## src/rtl/interp_sweep_feeder_pkg.sv

```systemverilog
// Shared definitions for the sweep feeder: default code width, FSM encoding
// and the effective-step rule used when a sweep is armed.
package interp_sweep_feeder_pkg;

    localparam int XW_DEF = 8;

    typedef enum logic [1:0] {
        ST_IDLE = 2'd0,
        ST_RUN  = 2'd1,
        ST_DONE = 2'd2
    } sweepStateT;

    // A zero step would stall the sweep on one code forever, so it advances by one instead.
    function automatic int unsigned stepEffOf(input int unsigned step);
        return (step == 0) ? 1 : step;
    endfunction

endpackage

```

## src/rtl/interp_sweep_feeder_sweep_next_x.sv

```systemverilog
// Next-code computation for the sweep: one extra bit of headroom so a step
// that would pass the top of the code range is seen as overshooting stop.
module sweep_next_x
    import interp_sweep_feeder_pkg::*;
#(
    parameter int XW = XW_DEF
) (
    input  logic [XW-1:0] xCur,
    input  logic [XW-1:0] stepEff,
    input  logic [XW-1:0] stopL,
    output logic [XW-1:0] nextCode,
    output logic          last
);

    logic [XW:0] nx;

    assign nx       = {1'b0, xCur} + {1'b0, stepEff};
    assign nextCode = nx[XW-1:0];
    assign last     = nx > {1'b0, stopL};

endmodule

```

## src/rtl/interp_sweep_feeder.sv

```systemverilog
// Sweep generator feeding x codes to the LUT interpolator over valid/ready and
// accumulating the returned y values into a checksum and sample count.
module interp_sweep_feeder
    import interp_sweep_feeder_pkg::*;
#(
    parameter int XW    = XW_DEF,
    parameter int SUM_W = 16,
    parameter int CNT_W = 16
) (
    input  logic             clk,
    input  logic             rst_n,
    input  logic             start,
    input  logic             abort,
    input  logic [XW-1:0]    cfg_start,
    input  logic [XW-1:0]    cfg_stop,
    input  logic [XW-1:0]    cfg_step,
    input  logic             cfg_loop,
    output logic [XW-1:0]    x_out,
    output logic             x_valid,
    input  logic             x_ready,
    input  logic [XW-1:0]    y_in,
    output logic [SUM_W-1:0] y_sum,
    output logic [CNT_W-1:0] sample_cnt,
    output logic             busy,
    output logic             done
);

    sweepStateT state, stateNext;

    logic [XW-1:0]    startL;
    logic [XW-1:0]    stopL;
    logic [XW-1:0]    stepL;
    logic             loopL;
    logic [XW-1:0]    xReg;
    logic [SUM_W-1:0] sumReg;
    logic [CNT_W-1:0] cntReg;

    logic          accept;
    logic          handshake;
    logic [XW-1:0] nextCode;
    logic          last;

    // abort outranks both a new start and a same-cycle handshake.
    assign accept    = (state == ST_IDLE) && start && !abort;
    assign handshake = (state == ST_RUN) && x_ready && !abort;

    sweep_next_x #(.XW(XW)) u_next (
        .xCur     (xReg),
        .stepEff  (stepL),
        .stopL    (stopL),
        .nextCode (nextCode),
        .last     (last)
    );

    // NOTE: non-blocking assignments let every register update from the same pre-edge values.
    always_ff @(posedge clk or negedge rst_n) begin
        if (!rst_n) begin
            state <= ST_IDLE;
        end else begin
            state <= stateNext;
        end
    end

    // NOTE: the default is assigned first so no path through the case can infer a latch.
    always_comb begin
        stateNext = state;
        case (state)
            ST_IDLE: if (accept) stateNext = ST_RUN;
            ST_RUN: begin
                if (abort) begin
                    stateNext = ST_IDLE;
                end else if (handshake && last && !loopL) begin
                    stateNext = ST_DONE;
                end
            end
            ST_DONE: stateNext = ST_IDLE;
            default: stateNext = ST_IDLE;
        endcase
    end

    always_ff @(posedge clk or negedge rst_n) begin
        if (!rst_n) begin
            startL <= '0;
            stopL  <= '0;
            stepL  <= '0;
            loopL  <= 1'b0;
            xReg   <= '0;
            sumReg <= '0;
            cntReg <= '0;
        end else if (accept) begin
            startL <= cfg_start;
            stopL  <= cfg_stop;
            stepL  <= XW'(stepEffOf(32'(cfg_step)));
            loopL  <= cfg_loop;
            xReg   <= cfg_start;
            sumReg <= '0;
            cntReg <= '0;
        end else if (handshake) begin
            sumReg <= sumReg + SUM_W'(y_in);
            cntReg <= cntReg + CNT_W'(1);
            // On the final code a one-shot sweep leaves x_out on the last value emitted.
            if (!last) begin
                xReg <= nextCode;
            end else if (loopL) begin
                xReg <= startL;
            end
        end
    end

    assign x_out      = xReg;
    assign x_valid    = (state == ST_RUN);
    assign busy       = (state != ST_IDLE);
    assign done       = (state == ST_DONE);
    assign y_sum      = sumReg;
    assign sample_cnt = cntReg;

endmodule

```

## config.mk

```make
export PLATFORM = sky130hd
export DESIGN_NAME = interp_sweep_feeder
export DESIGN_NICKNAME = d
export VERILOG_FILES = /design/src/rtl/interp_sweep_feeder_pkg.sv /design/src/rtl/interp_sweep_feeder_sweep_next_x.sv /design/src/rtl/interp_sweep_feeder.sv
export SDC_FILE = /design/constraint.sdc
export NUM_CORES = 1
export LEC_CHECK = 0
export CAP_MARGIN = 15
export CELL_PAD_IN_SITES_DETAIL_PLACEMENT = 1
export CELL_PAD_IN_SITES_GLOBAL_PLACEMENT = 2
export CORE_MARGIN = 2
export CORE_UTILIZATION = 31
export DETAILED_ROUTE_END_ITERATION = 6
export HOLD_SLACK_MARGIN = 0.03
export PLACE_DENSITY = 0.86
export SYNTH_ARGS = -nofsm -noshare
export SYNTH_HDL_FRONTEND = slang
export SYNTH_HIERARCHICAL = 1
export SYNTH_SLANG_ARGS = --single-unit
```

## constraint.sdc

```tcl
create_clock -name clk -period 3.6 [get_ports clk]
set_input_delay 0.54 -clock clk [delete_from_list [all_inputs] [get_ports clk]]
set_output_delay 0.54 -clock clk [all_outputs]
set_load 0.01 [all_outputs]
```

Word level (Yosys, flattened, before mapping)
Cells that the tools add are included.
W data, S select, Z words.
{"block": "totals", "elab_cells": 44, "ff_bits": 67, "input_bits": 38}
{"block": "classes", "n_mux": 13, "reduce_logical": 14, "magnitude_cmp": 1, "n_addsub": 3, "eq_ne": 5}
{"cell": "$mux W16", "count": 4}
{"cell": "$mux W8", "count": 5}
{"cell": "$add A16 B1 Y16 const B", "count": 1}
{"cell": "$add A16 B8 Y16", "count": 1}
{"cell": "$add A8 B8 Y9", "count": 1}
{"cell": "$gt A9 B8 Y1", "count": 1}
{"cell": "$logic_not A8 Y1", "count": 1}
{"cell": "$logic_and A1 B1 Y1", "count": 6}
{"cell": "$mux W2", "count": 3}
{"cell": "$pmux W2 S2", "count": 1}
{"cell": "$reduce_and A2 Y1", "count": 2}
{"cell": "$reduce_bool A2 Y1", "count": 2}
{"cell": "$ne A3 B2 Y1 const B", "count": 1}
{"cell": "$ne A3 B3 Y1 const B", "count": 1}
{"cell": "$eq A2 B1 Y1 const B", "count": 1}
{"cell": "$eq A2 B2 Y1 const B", "count": 1}
{"cell": "$logic_not A1 Y1", "count": 2}
{"cell": "$logic_not A2 Y1", "count": 1}
{"cell": "$ne A2 B2 Y1 const B", "count": 1}

Depth between registers and ports, before layout
{"block": "depth", "word_depth": 8, "ltp_mapped": 19}

Cells and area by module
Netlist, hierarchy kept.
{"mod": "interp_sweep_feeder", "cells_each": 337, "n_inst": 1, "area_each_um2": 3286.9}
{"mod": "sweep_next_x", "cells_each": 66, "n_inst": 1, "area_each_um2": 504.2}

Worst setup path before layout
OpenSTA, ideal clock, no wires.
{"block": "synth_timing", "path_type": "flip-flop to flip-flop", "from": "register xReg[0], in the netlist x_out[0]", "to": "register xReg[0], in the netlist x_out[0]", "path_buffers": 2, "stages_incl_launch_ff": 20, "required_time_ns": 3.469, "arrival_time_ns": 3.224, "synth_period_minus_slack_ns": 3.355, "slack_ns": 0.245, "cell_sequence": "dfrtp_1 -> ha_1 -> inv_1 -> fa_1 -> nor2b_4 -> o31ai_2 -> a21oi_2 -> xor2_1 -> ha_1 -> a21o_1 -> a21oi_1 -> o21ai_0 -> a221o_1 -> buf_2 -> inv_1 -> o21ai_1 -> and2_1 -> clkbuf_1 -> nand2_1 -> o211ai_1"}
{"block": "synth_via", "elab_chain_len": 5, "word_cells_on_any_way": 7, "classes_between": "add/sub: 1; order compare: 1; eq/ne: 1; mux: 3; reduce/logical: 1"}
{"element": "start, declared", "line": "interp_sweep_feeder.sv:34", "text": "logic [XW-1:0] xReg;"}
{"element": "start signal, assigned", "line": "interp_sweep_feeder.sv:95", "text": "xReg <= cfg_start;"}
{"element": "start signal, assigned", "line": "interp_sweep_feeder.sv:103", "text": "xReg <= nextCode;"}
{"element": "start signal, assigned", "line": "interp_sweep_feeder.sv:105", "text": "xReg <= startL;"}
{"element": "$add A8 B8 Y9 *", "line": "interp_sweep_feeder_sweep_next_x.sv:17", "text": "assign nx = {1'b0, xCur} + {1'b0, stepEff};"}
{"element": "net nextCode[6]", "line": "interp_sweep_feeder.sv:40", "text": "logic [XW-1:0] nextCode;"}
{"element": "$gt A9 B8 Y1 *", "line": "interp_sweep_feeder_sweep_next_x.sv:19", "text": "assign last = nx > {1'b0, stopL};"}
{"element": "net last", "line": "interp_sweep_feeder.sv:41", "text": "logic last;"}
{"element": "$mux W8", "line": "interp_sweep_feeder.sv:102", "text": "if (!last) begin"}
{"element": "$mux W8", "line": "interp_sweep_feeder.sv:98", "text": "end else if (handshake) begin"}
{"element": "$mux W8", "line": "interp_sweep_feeder.sv:90", "text": "end else if (accept) begin"}
Mark *: on every way through the listed nets, which the timed path passes. The rest lies on a longest branch. The select of a mux whose other input is x is not followed.
A chain may end at the register's enable or synchronous reset.

Final worst setup path
{"block": "layout_timing", "from": "register xReg[0], in the netlist x_out[0]", "to": "register xReg[7], in the netlist x_out[7]"}
The elaborated chain is that of the path after synthesis.

==> flow_metrics.tcl <==
set metrics [dict create \
    path_max_fanout 6 \
    slew_headroom 0.561 \
    seqCellArea_sq_mm 0.00168 \
    dr.pass1.iters 4 \
    ir_worst_vdd_v 0.000320 \
    row_count 40 \
    endpoint_kind "flip-flop" \
    place.gp.congestion 0.786 \
    synth_edf_count 0 \
    core-area_sq_mm 0.0120 \
    synth_top_area_share 0.442 \
    io_buffer_count 80 \
    status "finished clean" \
    switching_share 0.392 \
    fillers 1367 \
    use_met3 0.0609 \
    synth_top_cell_by_area "dfrtp_1" \
    floorplan.initialDensity 0.317 \
    drive_above_1_share 0.0940 \
    die_area_sq_mm 0.0131 \
    p_comb_frac 0.528 \
    switching_power_uw 1740 \
    synth_flop_cell "dfrtp_1" \
    pwr_density_cell_mw_per_mm2 863 \
    total_power_uw 4440 \
    cts_hold_buf 0 \
    period_share 0.931 \
    start_kind "flip-flop" \
    synth_area_leaders "dfrtp_1 44%, nand2_1 9.8%, ha_1 8.3%, xor2_1 3.9%, nor2_1 3.0%" \
    clock-sinks 67 \
    wl_per_cell_um 16.4 \
    cts_buffers 9 \
    clkSlewWorstSetupHoldPaths_ps 50 \
    final_util 0.430 \
    setup_tns_ps 0 \
    vias_per_cell 5.03 \
    yosys_warnings 6 \
    grt_most_used_layer "met2" \
    layout.nets 560 \
    syn_area_sq_mm 0.00379 \
    wl_um 10600 \
    die_y_um 115 \
    cts-htree-levels 3 \
    ys_async_sr_fraction 1.00 \
    diodes 0 \
    num_vias 3252 \
    syn_area_per_cell_sq_um 9.41 \
    grt_use_met1 0.225 \
    leakagePower_uw 0.00236 \
    seq_area_frac_synth 0.442 \
    grt_pass1_wl_um 17700 \
    rrSetupSlack_ps 250 \
    syn2layout_area_growth_pct 35.6 \
    rsz0062_at_grt "no" \
    drt_iter0_markers 122 \
    dpl.hpwl_um 7720 \
    slew_violations 0 \
    yosysMostFrequentCell "nand2_1" \
    clk_path_buf_depth 2 \
    grt_overflow 0 \
    drc_errors 0 \
    crit_arrival_ps 3560 \
    final_antenna_net_count 0 \
    clockPowerShare 0.208 \
    ys_ff_latch 67 \
    synthesis.nets 468 \
    synth_cell_types 55 \
    setup_violations 0 \
    finalHoldViolations 0 \
    fin_skew_ps 7.49 \
    grtUsageMet2 0.283 \
    p_seq_frac 0.264 \
    io-pin-count 81 \
    required_ps 3810 \
    clk_latency_ps 340 \
    grt_max_degree 44 \
    multiInputGateArea_sq_mm 0.00201 \
    gr-usage-all-layers 0.176 \
    antenna_found_initial 0 \
    cts_root_buf "clkbuf_16" \
    path_class "flip-flop to flip-flop" \
    worstHoldPathType "input port to async pin" \
    drv_cap 0 \
    p_int_uw 2700 \
    syn_inst 403 \
    max_freq_mhz 298 \
    grt_pass1_vias 3437 \
    finalCriticalPeriod_ps 3350 \
    worst_pin_slew_ps 656 \
    cts_tree "built" \
    synth_top_cells_by_count "99 x nand2_1, 67 x dfrtp_1, 30 x nor2_1, 25 x ha_1" \
    die_w_um 115 \
]
-- cell type report --
class,instances,share of cell area
Clock inverter,1,0.00584
Multi-Input combinational cell,306,0.391
Inverter,18,0.0131
Sequential cell,67,0.326
Clock buffer,15,0.0540
Timing Repair Buffer,93,0.174
Tap cell,147,0.0358
-- power groups by stage --
stage	Combinational (uW)	Sequential (uW)	Clock, uW
after global placement	2170	1170	0
after CTS	2290	1170	958
final	2340	1170	924
after global routing	2610	1210	982
after detailed placement	2270	1180	0
after floorplan	1460	1160	0
-- critical path, cell delays in order, from the launching register on --
cell      delay [ps]
dfrtp_1          340
ha_1             170
inv_1             60
fa_2             370
nor2b_4          140
o31ai_2           80
a21oi_2          220
xor2_2           200
ha_1             270
a21o_1           160
a21oi_1          130
o21ai_0          110
a221o_1          340
inv_1             80
o21ai_2           80
and2_1           260
nand2_1          100
o211ai_1         100
-- cells by family after synthesis --
kind of cell | Yosys count | share of synthesized area
mux | 8 | 0.0211
simple gates | 174 | 0.220
flops | 67 | 0.442
fa+ha+maj | 27 | 0.0931
xor+xnor | 23 | 0.0531
compound gates | 74 | 0.138
buf+inv | 30 | 0.0330
-- flip-flops by register name, indices dropped and copies added, names as in the netlist --
name / flops
loopL: 1
sample_cnt: 16
startL: 8
state: 2
stepL: 8
stopL: 8
x_out: 8
y_sum: 16
-- per-stage QoR --
stage / instance area, sq um / std cells / worst slack (ps) / hold slack [ps]
floorplan: 3790 / 403 / 245 / 244
global placement: 4800 / 629 / 250 / 464
detailed placement: 4800 / 629 / 135 / 465
CTS: 5110 / 645 / 107 / 223
global route: 5140 / 647 / 3.90 / 260
finish: 5140 / 647 / 249 / 208
-- cells in the final DEF, fill, tap and decap left out, types with 3 or more instances in the layout --
master           Yosys  layout
dfrtp_1             67      67
nand2_1             99      99
nand3_1              8       8
a21oi_1             12      12
clkdlybuf4s50_1      0      79
or3_1                3       3
and2_1               3       3
ha_1                25      25
o21a_1               3       3
clkbuf_1             2       3
clkbuf_16            0       9
xnor2_1              6       6
inv_1               18      18
o21ai_0             18      17
a22o_1               3       3
mux2i_1              8       8
clkbuf_8             0       3
o21ai_1              4       4
xor2_1              17      16
nand4_1              7       7
o211ai_1            11      11
buf_4                0      13
o31ai_1              5       5
nor2_1              30      30
-- what timing repair did --
action	CTS	global route
setup endpoints to repair	0	8
gates resized for setup	0	6
buffers inserted	0	2
-- metal layers --
metal	vias up	part of all wire
li1	1573	-
met1	1596	0.47
met2	71	0.47
met3	12	0.053
met4	0	0.013
met5	-	0
-- worst paths after layout --
kind,cells after the start,endpoint,startpoint
worst max-delay path,17,x_out[7]$_DFFE_PN0P_,x_out[0]$_DFFE_PN0P_
worst min register to register,2,stopL[6]$_DFFE_PN0N_,stopL[6]$_DFFE_PN0N_
min in group clk,2,stopL[6]$_DFFE_PN0N_,stopL[6]$_DFFE_PN0N_
max in group asynchronous,2,sample_cnt[12]$_DFFE_PN0P_,rst_n
worst max register to register,17,x_out[7]$_DFFE_PN0P_,x_out[0]$_DFFE_PN0P_
worst min-delay path,1,x_out[5]$_DFFE_PN0P_,rst_n
No activity file was read; power rests on OpenSTA's default activity.
